--- config.mk ---
export PLATFORM = sky130hd
export DESIGN_NAME = uart_rx_flat
export DESIGN_NICKNAME = d
export VERILOG_FILES = /design/src/rtl/uart_pkg.sv /design/src/rtl/uart_rx_if.sv /design/src/rtl/uart_rx_sync.sv /design/src/rtl/uart_rx.sv /design/src/flat_wrapper.sv
export SDC_FILE = /design/constraint.sdc
export NUM_CORES = 1
export LEC_CHECK = 0
export BUFFER_PORTS_ARGS = -buffer_cell sky130_fd_sc_hd__buf_2
export CAP_MARGIN = 20
export CORE_ASPECT_RATIO = 0.5
export CORE_UTILIZATION = 53
export DETAILED_ROUTE_END_ITERATION = 8
export HOLD_SLACK_MARGIN = 0.03
export PLACE_DENSITY = 0.74
export SETUP_SLACK_MARGIN = 0.1
export SYNTH_ARGS = -nofsm -noshare
export SYNTH_HDL_FRONTEND = slang
export SYNTH_SLANG_ARGS = --single-unit
--- constraint.sdc ---
create_clock -name clk -period 1.9 [get_ports clk]
set_clock_uncertainty 0.1 [all_clocks]
set_input_delay 0.38 -clock clk [delete_from_list [all_inputs] [get_ports clk]]
set_output_delay 0.38 -clock clk [all_outputs]
set_load 0.02 [all_outputs]
--- src/rtl/uart_pkg.sv ---
// Shared UART definitions: FSM state encoding, frame width and baud-timing helpers.
// Common to the receiver and the transmitter so both derive identical bit timing.
package uart_pkg;

  localparam int DATA_BITS = 8;

  localparam logic [1:0] ST_IDLE  = 2'd0;
  localparam logic [1:0] ST_START = 2'd1;
  localparam logic [1:0] ST_DATA  = 2'd2;
  localparam logic [1:0] ST_STOP  = 2'd3;

  function automatic int clks_per_bit(input int clk_freq, input int baud_rate);
    return clk_freq / baud_rate;
  endfunction

  function automatic int half_bit(input int clk_freq, input int baud_rate);
    return clks_per_bit(clk_freq, baud_rate) / 2;
  endfunction

endpackage

--- src/rtl/uart_rx_if.sv ---
// Received-byte bus from uart_rx (master) to the byte consumer (slave).
interface uart_rx_if;
  import uart_pkg::*;

  logic [DATA_BITS-1:0] rx_byte;
  logic                 rx_valid;
  logic                 frame_err;
  logic                 rx_busy;

  modport master (output rx_byte, rx_valid, frame_err, rx_busy);
  modport slave  (input  rx_byte, rx_valid, frame_err, rx_busy);
endinterface

--- src/rtl/uart_rx_sync.sv ---
// Purpose: 2-flop synchroniser for an async input plus a falling-edge detect flop.
// Latency: rx_s lags rx by 2 clk; fall is combinational from the flops.
// Backpressure: none, free-running.
module uart_rx_sync (
  input  logic clk,
  input  logic resetn,
  input  logic rx,
  output logic rx_s,
  output logic fall
);

  logic rx_meta;
  logic rx_q;

  always_ff @(posedge clk) begin
    if (!resetn) begin
      rx_meta <= 1'b1;
      rx_s    <= 1'b1;
      rx_q    <= 1'b1;
    end else begin
      rx_meta <= rx;
      rx_s    <= rx_meta;
      rx_q    <= rx_s;
    end
  end

  assign fall = rx_q & ~rx_s;

endmodule

--- src/rtl/uart_rx.sv ---
// Purpose: 8N1 UART receiver, mid-bit sampling; UART_RX_MAJORITY_EN adds 2-of-3 vote.
// Latency: rx_valid 9.5 bit times + 3 clk after the line falls (+1 clk with the vote).
// Backpressure: none; rx_valid/frame_err are single-cycle pulses the consumer must take.
module uart_rx
  import uart_pkg::*;
#(
  parameter int CLK_FREQ  = 100_000_000,
  parameter int BAUD_RATE = 9600
) (
  input  logic      clk,
  input  logic      resetn,
  input  logic      rx,
  uart_rx_if.master rx_out
);

  localparam int CLKS_PER_BIT = clks_per_bit(CLK_FREQ, BAUD_RATE);
  localparam int HALF_BIT     = half_bit(CLK_FREQ, BAUD_RATE);
  localparam int CW           = $clog2(CLKS_PER_BIT);
  localparam int IW           = $clog2(DATA_BITS);

  if (CLKS_PER_BIT < 8) begin : g_bad_baud
    $error("uart_rx: CLK_FREQ/BAUD_RATE must give at least 8 clocks per bit");
  end

  logic rx_s;
  logic fall;
  logic sample;

  uart_rx_sync u_sync (
    .clk    (clk),
    .resetn (resetn),
    .rx     (rx),
    .rx_s   (rx_s),
    .fall   (fall)
  );

`ifdef UART_RX_MAJORITY_EN
  // Decision moves to mid+1 so the vote sees mid-1, mid, mid+1; later bits inherit the skew.
  localparam int SKEW = 1;
  logic [1:0] hist;

  always_ff @(posedge clk) begin
    if (!resetn) hist <= 2'b11;
    else         hist <= {hist[0], rx_s};
  end

  assign sample = (hist[1] & hist[0]) | (hist[1] & rx_s) | (hist[0] & rx_s);
`else
  localparam int SKEW = 0;
  assign sample = rx_s;
`endif

  localparam logic [CW-1:0] START_LAST = CW'(HALF_BIT - 1 + SKEW);
  localparam logic [CW-1:0] BIT_LAST   = CW'(CLKS_PER_BIT - 1);

  logic [1:0]           state;
  logic [CW-1:0]        cnt;
  logic [IW-1:0]        bit_idx;
  logic [DATA_BITS-1:0] shift;
  logic [DATA_BITS-1:0] rx_byte_r;
  logic                 rx_valid_r;
  logic                 frame_err_r;
  logic [1:0]           warm;
  logic                 armed;

  always_ff @(posedge clk) begin
    if (!resetn) begin
      state       <= ST_IDLE;
      cnt         <= '0;
      bit_idx     <= '0;
      shift       <= '0;
      rx_byte_r   <= '0;
      rx_valid_r  <= 1'b0;
      frame_err_r <= 1'b0;
      warm        <= 2'b00;
      armed       <= 1'b0;
    end else begin
      rx_valid_r  <= 1'b0;
      frame_err_r <= 1'b0;
      // Synchroniser resets high, so a line still low after reset must be seen high before arming.
      warm        <= {warm[0], 1'b1};
      if (warm[1] && rx_s) armed <= 1'b1;

      case (state)
        ST_IDLE: begin
          cnt <= '0;
          if (fall && armed) state <= ST_START;
        end

        ST_START: begin
          if (cnt == START_LAST) begin
            cnt     <= '0;
            bit_idx <= '0;
            state   <= sample ? ST_IDLE : ST_DATA;
          end else begin
            cnt <= cnt + CW'(1);
          end
        end

        ST_DATA: begin
          if (cnt == BIT_LAST) begin
            cnt   <= '0;
            shift <= {sample, shift[DATA_BITS-1:1]};
            if (bit_idx == IW'(DATA_BITS - 1)) state <= ST_STOP;
            else                               bit_idx <= bit_idx + IW'(1);
          end else begin
            cnt <= cnt + CW'(1);
          end
        end

        default: begin
          if (cnt == BIT_LAST) begin
            cnt   <= '0;
            state <= ST_IDLE;
            if (sample) begin
              rx_byte_r  <= shift;
              rx_valid_r <= 1'b1;
            end else begin
              frame_err_r <= 1'b1;
            end
          end else begin
            cnt <= cnt + CW'(1);
          end
        end
      endcase
    end
  end

  assign rx_out.rx_byte   = rx_byte_r;
  assign rx_out.rx_valid  = rx_valid_r;
  assign rx_out.frame_err = frame_err_r;
  assign rx_out.rx_busy   = (state != ST_IDLE);

endmodule

--- src/flat_wrapper.sv ---
// flat-port wrapper written by rule: the top's interface ports become plain ports
module uart_rx_flat import uart_pkg::*;
#(
  parameter int CLK_FREQ  = 100_000_000,
  parameter int BAUD_RATE = 9600
)
  (clk, resetn, rx, rx_out_rx_byte, rx_out_rx_valid, rx_out_frame_err, rx_out_rx_busy);
  uart_rx_if rx_out_i ();
  input  logic clk;
  input  logic resetn;
  input  logic rx;
  output wire logic [$bits(rx_out_i.rx_byte)-1:0] rx_out_rx_byte;
  output wire logic [$bits(rx_out_i.rx_valid)-1:0] rx_out_rx_valid;
  output wire logic [$bits(rx_out_i.frame_err)-1:0] rx_out_frame_err;
  output wire logic [$bits(rx_out_i.rx_busy)-1:0] rx_out_rx_busy;
  assign rx_out_rx_byte = rx_out_i.rx_byte;
  assign rx_out_rx_valid = rx_out_i.rx_valid;
  assign rx_out_frame_err = rx_out_i.frame_err;
  assign rx_out_rx_busy = rx_out_i.rx_busy;
  uart_rx #(.CLK_FREQ(CLK_FREQ), .BAUD_RATE(BAUD_RATE)) u_core (.clk(clk), .resetn(resetn), .rx(rx), .rx_out(rx_out_i));
endmodule
# Word level (Yosys, flattened, before mapping)
# Index checks and enable logic that the tools add are counted.
dict set report classes {
  n_reduce_logical 12
  n_mux 17
  add_sub_neg 2
  n_eq_ne 10
  bitwise 5
}
# cell n
set op_table {}
lappend op_table {{$mux 14} 2}
lappend op_table {{$pmux 14 s2} 1}
lappend op_table {{$add 14x1->14 const B} 1}
lappend op_table {{$eq 14x13->1 const B} 1}
lappend op_table {{$eq 14x14->1 const B} 1}
lappend op_table {{$mux 2} 6}
lappend op_table {{$mux 3} 3}
lappend op_table {{$ne 2x1->1 const B} 4}
lappend op_table {{$pmux 2 s3} 1}
lappend op_table {{$pmux 3 s2} 1}
lappend op_table {{$reduce_and 5->1} 1}
lappend op_table {{$reduce_or 5->1} 1}
lappend op_table {{$not 1->1} 4}
lappend op_table {{$reduce_and 4->1} 1}
lappend op_table {{$reduce_bool 2->1} 2}
lappend op_table {{$add 3x1->3 const B} 1}
lappend op_table {{$eq 3x3->1 const B} 1}
lappend op_table {{$mux 1} 3}
lappend op_table {{$reduce_and 3->1} 1}
lappend op_table {{$reduce_bool 3->1} 1}
lappend op_table {{$reduce_or 3->1} 1}
lappend op_table {{$eq 2x1->1 const B} 1}
lappend op_table {{$eq 2x2->1 const B} 1}
lappend op_table {{$logic_and 1x1->1} 2}
lappend op_table {{other kinds (4)} 4}
dict set report totals {
  inputBits 3
  regBits 43
  elab_cells 59
  output_inout_bits 11
}

# Logic depth before layout (Yosys ltp)
dict set report depth {
  ltp_word 5
  ltp_mapped 6
  ltp_nobuf 5
}

# Hierarchy
# From an unflattened synthesis, not the netlist that was laid out.
dict set report hier_totals {
  cells_unflattened 214
  hier_area_um2 1883.1
}
# mod cells_each seq_area_each_um2 area_per_inst_um2 n_inst
set modules_own_cells {}
lappend modules_own_cells {uart_rx 207 800.8 1798.0 1}
lappend modules_own_cells {uart_rx_sync 7 60.1 85.1 1}

# Worst setup path before layout
# No wires, ideal clock.
dict set report synth_path {
  path_kind {flip-flop to flip-flop}
  startpoint {register u_core.cnt[0]}
  endpoint {register u_core.cnt[10]}
  arrival_time_ps 1617
  period_less_slack_ps 1850
  stages_incl_launch_ff 7
  t_required_ps 1667
  setup_ps 133
  setup_slack_ps 50
  path_buffers 1
  cell_sequence {dfxtp_1 -> ha_1 -> and4b_1 -> nand4_4 -> a22oi_4 -> buf_4 -> nor3_1}
}
dict set report synth_between {
  elab_chain_cells 3
  word_cells_on_any_way 6
  cone_classes {add/sub: 1; eq/ne: 2; mux: 3}
}
# item line
set synth_lines {}
lappend synth_lines {{start: declaration} uart_rx.sv:57} ;# logic [CW-1:0] cnt;
lappend synth_lines {{start signal: assignment} uart_rx.sv:96} ;# cnt <= cnt + CW'(1);
lappend synth_lines {{start signal: assignment} uart_rx.sv:107} ;# cnt <= cnt + CW'(1);
lappend synth_lines {{start signal: assignment} uart_rx.sv:122} ;# cnt <= cnt + CW'(1);
lappend synth_lines {{$add 14x1->14 (tied with other cells)} {uart_rx.sv:96, uart_rx.sv:107, uart_rx.sv:122}}
lappend synth_lines {{$mux 14 (on tied branches)} {uart_rx.sv:101, uart_rx.sv:112, uart_rx.sv:91}}
lappend synth_lines {{$pmux 14 s2 (*)} uart_rx.sv:84} ;# case (state)
# Mark *: on every way between the ends. The rest lies on a longest branch, timed or not.
# A chain may end at the register's enable or synchronous reset.

# Worst setup path after layout
dict set report layout_path {
  startpoint {register u_core.cnt[0]}
  endpoint {register u_core.cnt[3]}
}
# The elaborated chain is that of the path after synthesis.

==> key figures <==
Yosys
  – Cells after synthesis: 199
  – Area fraction of the dominant cell type after synthesis: 45.3%
  – Primary FF master, synth: dfxtp_1
  – Post-Syn Area: 1900 um2
  – Synth area leader: dfxtp_1
  – Synth Net Count: 206
  – Avg Inst Size Synth: 9.55 um2
  – Post-synth EDFFs: 0
  – Synth Register Bits: 43
  – Synth area leaders: dfxtp_1, mux2i_1, nand4_1
  – YS warnings: 0
  – Yosys cell types: 45
  – Register area share after synthesis: 45.3%
  – Fraction of registers with async set/reset: 0%

Flow run
  – Max_cap viols: 0

Placed design
  – RePlAce Congestion: 0.755
  – Buffers on Ports: 13
  – Post-DP HPWL: 2570 um
  – Cell total after placement: 258
  – Post-DP Area: 2060 um2
  – Place WS: -0.0828 ns

Power
  – Pwr Density: 715 nW/um2
  – Leak Pwr: 0.832 nW
  – Power, Total: 1.60 mW
  – Max VDD drop: 0.391 mV

Floorplanning
  – Chip height: 44.3 um
  – Initial Utilization: 59.3%
  – Row count: 14
  – Die Footprint: 3840 um2
  – Core area: 3210 um2
  – Die width: 86.7 um
  – I/O pin count: 14

Routing
  – Via count: 1553
  – Via-to-Cell Ratio: 5.79
  – WL final: 3920 um
  – Starting DRC count in detailed routing: 86
  – Drt drc: 0
  – Drt pass-1 iters: 4
  – DRT antenna net count: 0
  – Drt wl/cell: 14.6 um

Worst setup path
  – Setup crit end kind: register
  – Crit-path cells: ha_4 > nor4bb_4 > nand4_1 > buf_4 > a22oi_4 > clkbuf_16 > nor3_1
  – CP arrival: 1.82 ns
  – Crit path kind: reg -> reg
  – Slowest-stage cell, CP: dfxtp_4
  – CP required: 1.97 ns
  – Crit Path Max Fanout: 7
  – Critical path's largest stage delay: 0.40 ns
  – Startpoint Class: register

Finish
  – Util after Layout: 70.0%
  – FF/Latch Area: 871 um2
  – Finished Layout Cells: 268
  – FILL cells: 259
  – Layout cell share with drive strength beyond 1: 25.5%
  – Post-route cell area: 2240 um2
  – Fin nets: 226
  – Area Overhead vs Synth: 18.1%
  – Multi-input combinational cell area: 1020 um2
  – N_diodes: 0

Clock network
  – Worst skew pair latency: 0.29 ns
  – Clock Tree Root: clkbuf_8
  – Clock-pin slew on the worst setup and hold paths: 0.08 ns
  – Max Buffers Root-to-Sink: 2
  – H-tree levels: 2
  – # clock sinks: 43
  – # hold bufs at CTS: 0
  – CTS tree: done
  – TritonCTS Buffers: 5

STA
  – Final worst path period need: 1.75 ns
  – Fin worst setup slack: 0.148 ns
  – Hold Worst Slack: 0.167 ns
  – Tightest Pin Transition: 0.364 ns
  – Maximum clock rate: 0.571 GHz
  – Final TNS setup: 0 ns
  – Relative slew slack: 75.7%
  – RSZ-0062 raised after global routing: true
  – Final period util: 92.2%
  – Final setup viols: 0
  – Final Hold Fails: 0
  – Slew Limit Fails: 0

Global routing
  – Initial antenna violation count: 0
  – Largest net degree at the start of global routing: 34
  – First-pass GRT wire length: 6330 um
  – Overall Global Routing Usage: 21.7%
  – Gr ovfl total: 0
  – Number of global-route vias before repair: 1420

Run status
  – Status: complete, no violations

Min path
  – Hold crit path type: in -> reg
==> layer usage <==
layer / routed length, um / part of all wire, % / global-route usage, %
met4: 29 / 0.74 / 6.33
met5: 0 / 0 / 0
met2: 1850 / 47 / 38.4
met1: 1900 / 48 / 26.8
met3: 140 / 3.6 / 5.60
==> sequential cells by signal, summed over array words and instances, names as in the netlist, 2 cells and up <==
| register | cells |
|---|---|
| u_core.rx_out.rx_byte | 8 |
| u_core.cnt | 14 |
| u_core.warm | 2 |
| u_core.shift | 8 |
| u_core.state | 2 |
| u_core.bit_idx | 3 |
==> where the power goes <==
group | internal [mW] | switching [mW]
clock network | 0.257 | 0.315
registers | 0.910 | 0.00956
logic | 0.0460 | 0.0669
total | 1.21 | 0.391
==> final timing paths <==
check | from | to | slack, ns | cells after the start
setup / recovery | u_core.cnt[0] | u_core.cnt[3] | 0.15 | 7
hold / removal | rx | u_core.u_sync.rx_meta | 0.17 | 2
setup reg to reg | u_core.cnt[0] | u_core.cnt[3] | 0.15 | 7
hold reg to reg | u_core.u_sync.rx_meta | u_core.u_sync.rx_s | 0.30 | 1
==> cell usage after synthesis, types with 2 or more instances <==
cell type	n
dfxtp_1	43
nor3_1	15
nand4_1	12
nand2_1	11
nor2_1	11
a21oi_1	10
mux2i_1	9
o31ai_1	9
clkbuf_1	6
o21ai_0	6
nand3_1	5
xor2_1	5
buf_2	4
ha_1	4
inv_1	4
xnor2_1	4
a211oi_2	3
and2_1	3
nand2b_1	3
or3_1	3
and3_1	2
nor4_1	2
o21ai_1	2
o22ai_1	2
==> critical path: cells and delay by family (launching register included) <==
family,cells,cell delay [ns]
simple gates,3,0.36
fa+ha+maj,1,0.15
flops,1,0.40
buf+inv,2,0.38
compound gates,1,0.23
==> cell families after synthesis <==
logic type	synth area share (%)
muxes	4.74
xor gates and xnor gates	4.15
DFF	45.3
AOI/OAI and AO/OA	13.4
adders and majority gates	2.63
buffers and inverters	3.82
and+or+nand+nor	25.9
==> layout by cell type (no fill, tap or decap), types with 2 or more instances in the layout <==
master and n:
nor3_1 15, nor4_1 2, ha_4 2, a211oi_2 3, nor2_1 11, and2_1 3, buf_4 10, ha_1 2
or3_1 3, o31ai_1 6, o21ai_1 2, xor2_1 5, nand4_1 12, mux2i_1 9, o22ai_1 2, clkbuf_8 5
nand2_1 11, dfxtp_2 5, o21ai_0 6, inv_1 4, o31ai_2 3, nand3_1 5, xnor2_1 4, dfxtp_1 37
a21oi_1 10, buf_2 13, nand2b_1 3, and3_1 2
==> cell type report <==
class                      count  area share (%)
clock buffer                   6            3.23
clock inverter                 2           0.557
inverter                       5           0.836
multi-input combinational    139            45.7
sequential                    43            38.8
tap                           48            2.68
timing repair buffer          25            8.25
==> timing repair <==
action / CTS / global route
setup buffers: 1 / 0
resized for setup: 4 / 13
cloned: 0 / 1
pin swaps: 2 / 3
endpoints found under the setup margin: 24 / 29
Power figures use the tool's default switching activity.
